File: config.mk
export PLATFORM = sky130hd
export DESIGN_NAME = camera_stream_capture
export DESIGN_NICKNAME = d
export VERILOG_FILES = /design/src/rtl/camera_stream_capture.sv
export SDC_FILE = /design/constraint.sdc
export NUM_CORES = 1
export LEC_CHECK = 0
export BUFFER_PORTS_ARGS = -buffer_cell sky130_fd_sc_hd__buf_2
export CAP_MARGIN = 20
export CORE_AREA = 2 2 165 167
export DETAILED_ROUTE_END_ITERATION = 12
export DIE_AREA = 0 0 167 169
export PLACE_DENSITY = 0.77
export SLEW_MARGIN = 20
export SYNTH_ARGS = -nofsm -noshare
export SYNTH_HDL_FRONTEND = slang
export SYNTH_SLANG_ARGS = --single-unit
File: constraint.sdc
create_clock -name clk -period 4.29 [get_ports clk]
set_input_delay 0.2145 -clock clk [delete_from_list [all_inputs] [get_ports clk]]
set_output_delay 0.2145 -clock clk [all_outputs]
set_load 0.05 [all_outputs]
File: src/rtl/camera_stream_capture.sv
// camera_stream_capture: turns the 8-bit RGB565 camera bus into 24-bit RGB
// Avalon-ST packets (one frame per packet). A small show-ahead FIFO absorbs
// sink backpressure. One FIFO slot is kept free so that an end-of-packet pad
// beat always has room when a frame is cut short by an early vsync.
module camera_stream_capture #(
  parameter int FRAME_WIDTH  = 320,
  parameter int FRAME_HEIGHT = 240,
  parameter int FIFO_DEPTH   = 16
) (
  input  logic        clk,
  input  logic        reset,
  input  logic        capture_enable,
  input  logic        cam_vsync,
  input  logic        cam_href,
  input  logic [7:0]  cam_data,
  output logic [23:0] src_data,
  output logic        src_startofpacket,
  output logic        src_endofpacket,
  output logic        src_valid,
  input  logic        src_ready,
  output logic [15:0] frame_count,
  output logic [15:0] overflow_count,
  output logic        overflow_flag
);

  localparam int COL_W = $clog2(FRAME_WIDTH + 1);
  localparam int ROW_W = $clog2(FRAME_HEIGHT + 1);
  localparam int PTR_W = $clog2(FIFO_DEPTH);
  localparam int CNT_W = $clog2(FIFO_DEPTH + 1);

  localparam logic [COL_W-1:0] COL_LIMIT   = COL_W'(FRAME_WIDTH);
  localparam logic [COL_W-1:0] COL_LAST    = COL_W'(FRAME_WIDTH - 1);
  localparam logic [ROW_W-1:0] ROW_LIMIT   = ROW_W'(FRAME_HEIGHT);
  localparam logic [ROW_W-1:0] ROW_LAST    = ROW_W'(FRAME_HEIGHT - 1);
  localparam logic [CNT_W-1:0] CNT_RESERVE = CNT_W'(FIFO_DEPTH - 1);

  localparam logic [1:0] ST_IDLE    = 2'd0;
  localparam logic [1:0] ST_SYNC    = 2'd1;
  localparam logic [1:0] ST_CAPTURE = 2'd2;
  localparam logic [1:0] ST_DONE    = 2'd3;

  // FIFO entry layout: [25] sop, [24] eop, [23:0] RGB888
  localparam logic [25:0] PAD_ENTRY = {1'b0, 1'b1, 24'h000000};

  logic             vs_r;
  logic             href_r;
  logic             href_d;
  logic [7:0]       data_r;

  logic [1:0]       state;
  logic             phase;
  logic [7:0]       hi_byte;
  logic [COL_W-1:0] col;
  logic [ROW_W-1:0] row;
  logic             written_any;
  logic             sop_pending;
  logic             pad_pending;

  logic [25:0]      fifo_mem [FIFO_DEPTH];
  logic [PTR_W-1:0] wr_ptr;
  logic [PTR_W-1:0] rd_ptr;
  logic [CNT_W-1:0] count;

  logic [15:0]      pixel565;
  logic [23:0]      rgb;
  logic             pixel_done;
  logic             pix_accept;
  logic             pix_sop;
  logic             pix_eop;
  logic             room_pixel;
  logic             pix_write;
  logic             pix_drop;
  logic             early_pad;
  logic             late_pad;
  logic             fifo_wr;
  logic             fifo_rd;
  logic [25:0]      wr_entry;
  logic             eop_written;
  logic [25:0]      head_entry;

  // Pixel assembly, counter window checks and FIFO write arbitration
  always_comb begin
    pixel565    = {hi_byte, data_r};
    rgb         = {pixel565[15:11], pixel565[15:13],
                   pixel565[10:5],  pixel565[10:9],
                   pixel565[4:0],   pixel565[4:2]};
    pixel_done  = (state == ST_CAPTURE) && !vs_r && href_r && phase;
    pix_accept  = pixel_done && (col < COL_LIMIT) && (row < ROW_LIMIT);
    pix_sop     = ((col == '0) && (row == '0)) || sop_pending;
    pix_eop     = (col == COL_LAST) && (row == ROW_LAST);
    room_pixel  = count < CNT_RESERVE;
    pix_write   = pix_accept && room_pixel;
    pix_drop    = pix_accept && !room_pixel;
    early_pad   = (state == ST_CAPTURE) && vs_r && written_any;
    late_pad    = (state == ST_DONE) && pad_pending && room_pixel;
    fifo_wr     = pix_write || early_pad || late_pad;
    fifo_rd     = src_valid && src_ready;
    wr_entry    = pix_write ? {pix_sop, pix_eop, rgb} : PAD_ENTRY;
    eop_written = pix_write ? pix_eop : 1'b1;
  end

  // Show-ahead outputs straight from the head entry, forced to zero when empty
  always_comb begin
    head_entry        = fifo_mem[rd_ptr];
    src_valid         = (count != '0);
    src_data          = src_valid ? head_entry[23:0] : 24'h000000;
    src_startofpacket = src_valid && head_entry[25];
    src_endofpacket   = src_valid && head_entry[24];
  end

  // Register the camera bus once; href is kept one extra cycle to find line ends
  always_ff @(posedge clk or posedge reset) begin
    if (reset) begin
      vs_r   <= 1'b0;
      href_r <= 1'b0;
      href_d <= 1'b0;
      data_r <= 8'h00;
    end else begin
      vs_r   <= cam_vsync;
      href_r <= cam_href;
      href_d <= href_r;
      data_r <= cam_data;
    end
  end

  // Frame state machine, byte phase, pixel position and sop/pad bookkeeping
  always_ff @(posedge clk or posedge reset) begin
    if (reset) begin
      state       <= ST_IDLE;
      phase       <= 1'b0;
      hi_byte     <= 8'h00;
      col         <= '0;
      row         <= '0;
      written_any <= 1'b0;
      sop_pending <= 1'b0;
      pad_pending <= 1'b0;
    end else begin
      case (state)
        ST_IDLE: begin
          if (capture_enable && vs_r) state <= ST_SYNC;
        end
        ST_SYNC: begin
          phase       <= 1'b0;
          col         <= '0;
          row         <= '0;
          written_any <= 1'b0;
          sop_pending <= 1'b0;
          pad_pending <= 1'b0;
          if (!vs_r) state <= ST_CAPTURE;
        end
        ST_CAPTURE: begin
          if (vs_r) begin
            state <= capture_enable ? ST_SYNC : ST_IDLE;
          end else begin
            phase <= href_r ? ~phase : 1'b0;
            if (href_r && !phase) hi_byte <= data_r;
            if (href_d && !href_r) begin
              col <= '0;
              if (col != '0) row <= row + ROW_W'(1);
            end
            if (pix_accept) col <= col + COL_W'(1);
            if (pix_write) begin
              written_any <= 1'b1;
              sop_pending <= 1'b0;
            end
            if (pix_drop && pix_sop) sop_pending <= 1'b1;
            if (pix_accept && pix_eop) begin
              state <= ST_DONE;
              if (pix_drop) pad_pending <= written_any;
            end
          end
        end
        default: begin
          if (late_pad) pad_pending <= 1'b0;
          if (!pad_pending && vs_r) state <= capture_enable ? ST_SYNC : ST_IDLE;
        end
      endcase
    end
  end

  // FIFO storage; contents need no reset because valid is derived from count
  always_ff @(posedge clk) begin
    if (fifo_wr) fifo_mem[wr_ptr] <= wr_entry;
  end

  // FIFO pointers and occupancy; write room is judged before this cycle's pop
  always_ff @(posedge clk or posedge reset) begin
    if (reset) begin
      wr_ptr <= '0;
      rd_ptr <= '0;
      count  <= '0;
    end else begin
      if (fifo_wr) wr_ptr <= wr_ptr + PTR_W'(1);
      if (fifo_rd) rd_ptr <= rd_ptr + PTR_W'(1);
      case ({fifo_wr, fifo_rd})
        2'b10:   count <= count + CNT_W'(1);
        2'b01:   count <= count - CNT_W'(1);
        default: count <= count;
      endcase
    end
  end

  // Software-visible statistics: packets completed and pixels lost
  always_ff @(posedge clk or posedge reset) begin
    if (reset) begin
      frame_count    <= 16'h0000;
      overflow_count <= 16'h0000;
      overflow_flag  <= 1'b0;
    end else begin
      if (fifo_wr && eop_written) frame_count <= frame_count + 16'h0001;
      if (pix_drop) begin
        overflow_flag <= 1'b1;
        if (overflow_count != 16'hFFFF) overflow_count <= overflow_count + 16'h0001;
      end
    end
  end

endmodule

==> impl_results.md <==
* Status: finished, final reports clean
* Max VDD drop at between 0.5 and 0.6 mV
* Pint at a little under 7 mW
* Leak at roughly 7 nW
* Hold Vio Cnt, Final at 0
* Io pins at 74
* Max_slew headroom at 26.9%
* Total core area at 0.0265 sq mm
* Final Slew Violations at 0
* Clock buffer depth at 3
* Req. time, crit path at 4.72 ns
* Flop pwr share at 46.4%
* Vias in the first global route at 8,552
* Grt ovf at 0
* CP Data Arrival Time at 3.96 ns
* Met1 Use GR at a little under a third
* Final Skew at 0.0265 ns
* Synthesized flop and latch total at 376
* Final antenna-violating net count at 0
* Met2 Use GR at 41.5%
* Syn Inst Count at between 800 and 900
* Crit path max fanout at 18
* Drt drc at 0
* Peak Freq at roughly 280 MHz
* Synth Area per Inst at between 15 and 20 sq um
* Worst min path class: primary input to register
* Via count at 8,245
* Class of the most critical setup path: register to register
* Final setup fails at 0
* Most Crowded Layer GR: met2
* Switching power at 2.74 mW
* Comb power frac at 19.1%
* Number of port buffers at 73
* Crit start category: register
* Final period util at 82.3%
* Diodes inserted at 0
* Setup bufs post-CTS at 0
* GP Congestion at 0.813
* Largest net degree at the start of global routing at 76
* Register Area at 0.0109 sq mm
* WL/cell at approximately 24 um
* Die X at 167 um
* Worst Setup End Kind: register
* Htree depth at 2
* Library cells used by synthesis at 67
* Clock power share at 34.4%
* CTS tree: done
* Post-Layout Cell Count at ~1,300
* GR Util met3 at ~4%
* Reg clk slew, reported paths at about 0.07 ns
* Layout area overhead at 13.7%
* Layout cells sized above 1 at 28.7%
* Later-pin clock latency in the skew report at 0.53 ns
* Async set-reset flop share out of synthesis at 23.4%
* Initial DRC Count at 849
* Initial core utilization at 59.1%
* Max Cap Violations at 0
* Register area share after synthesis at ~70%
* Final HPWL DP at 18.6 mm
* Die ar. at between 0.02 and 0.03 sq mm
* Clk root buf: clkbuf_16
* Placed cell count at 1,269
* Initial antenna violation count at 0
* Number of CTS-inserted buffers at 37
* Number of fill cells in the layout at roughly 1,700
* Power per Cell Area at 538 mW/mm^2
* Worst-margin pin slew at 1.10 ns
* Post-synth EDFFs at 288
* Cts repair resizes at 0
* Multi-input logic area at 0.00451 sq mm
* Main synth FF type: edfxtp_1
* Global-route usage over all layers at 24.0%
* Final TNS setup at 0 ns
* RSZ-0062 raised after global routing: no
* Die height at 169 um
* Synth Warn # at 0
* Drt first pass iters at 5
* Hold-fix buffers, CTS at 11
* Cell Rows at 60
* Switching Share at 28.6%
* Synthesized cell area at between 0.015 and 0.02 sq mm
* Nets at 1,011
* Synthesized Nets at 910
* Global-route wire length before repair at 50.8 mm
* Num Clock Sinks at 376
* WL final at 32.7 mm
* Fin crit period at ~3.5 ns
* Vias/cell at 6.12
cell families after synthesis:
family	synth area share (%)
buf+inv	2.24
xor+xnor	2.69
fa+ha+maj	1.52
flops	69.3
simple gates	7.79
compound gates	2.42
mux	14.0
critical path, cell delays in order (launching register included):
cell	delay (ns)
dfrtp_1	0.42
inv_1	0.14
ha_1	0.17
buf_4	0.21
and4b_1	0.29
nand4_2	0.21
nand3_4	0.17
inv_4	0.12
ha_1	0.35
xor2_1	0.19
ha_1	0.22
o21a_1	0.17
o22a_1	0.19
a21oi_1	0.18
mux2i_1	0.26
xnor2_1	0.15
through the flow:
stage	hold WS, ns	setup slack, ns	power (mW)	area (sq um)	utilization, %
finish	0.0352	0.758	9.57	17800	67.2
global route	0.0915	0.527	9.91	17800	67.2
CTS	0.0236	0.744	9.64	17800	67.2
detailed placement	0.324	0.800	6.35	16400	62.0
global placement	0.322	0.970	6.31	16400	62.0
floorplan	0.246	1.03	5.96	15700	-
state kept, by name, indices dropped and copies added (netlist names), 2 cells and up:
| signal | count |
|---|---|
| overflow_count | 16 |
| row | 8 |
| fifo_mem | 288 |
| frame_count | 16 |
| state | 2 |
| col | 9 |
| data_r | 8 |
| hi_byte | 8 |
| rd_ptr | 4 |
| count | 5 |
| wr_ptr | 4 |
power by group through the flow:
stage / clock network, mW / logic, mW / registers, mW
2_1_floorplan: 0 / 1.78 / 4.19
3_3_place_gp: 0 / 1.81 / 4.51
3_5_place_dp: 0 / 1.84 / 4.51
4_1_cts: 3.34 / 1.86 / 4.45
5_1_grt: 3.46 / 1.97 / 4.48
6_report: 3.29 / 1.83 / 4.44
worst paths after layout:
kind                       slack, ns  cells past startpoint                  to      startpoint
setup / recovery                0.76                     15            count[4]        state[0]
hold / removal                  0.04                      3            state[0]  capture_enable
setup reg to reg                0.76                     15            count[4]        state[0]
hold reg to reg                 0.46                      0              href_d          href_r
max in group asynchronous       2.97                      4           rd_ptr[0]           reset
min in group asynchronous       0.37                      3  overflow_count[13]           reset
placed cells by master, fill, tap and decap left out, types with 5 or more instances in the layout:
cell type	count
inv_1	18
o21ai_0	14
clkinv_2	7
a21oi_1	12
buf_2	73
edfxtp_1	288
nand2_1	38
mux4_2	90
clkbuf_8	5
and3_1	8
dlygate4sd3_1	11
xor2_1	29
ha_1	19
nor3_1	6
and2_1	18
clkbuf_1	7
clkbuf_16	41
buf_4	23
xnor2_1	19
mux2_1	12
nor2_1	22
dfrtp_1	85
nand3_1	23
nor2b_1	24
nand4_1	11
nor4_2	6
nor2_2	12
nand2b_1	10
cell type report:
type	instances	share of cell area [%]
Tap cell	341	2.40
Clock buffer	53	6.30
Inverter	20	0.450
Sequential cell	376	61.0
Multi-Input combinational cell	435	25.3
Clock inverter	15	0.766
Timing Repair Buffer	108	3.75
metal layers:
metal / vias to the layer above / share of wire, %
met5: - / 0
met4: 0 / 2.4
met3: 58 / 6.2
met2: 322 / 52
met1: 4251 / 40
li1: 3614 / -
cells in the mapped netlist (18+ instances only):
library cell | n | area (sq um)
and2_1 | 18 | 113
nand3_1 | 23 | 115
xor2_1 | 29 | 254
inv_1 | 19 | 71.3
xnor2_1 | 19 | 166
mux4_2 | 90 | 2030
nand2_1 | 38 | 143
nor2b_1 | 24 | 150
dfrtp_1 | 88 | 2200
edfxtp_1 | 288 | 8650
nor2_1 | 34 | 128
ha_1 | 19 | 238
No activity file was read; power rests on OpenSTA's default activity.
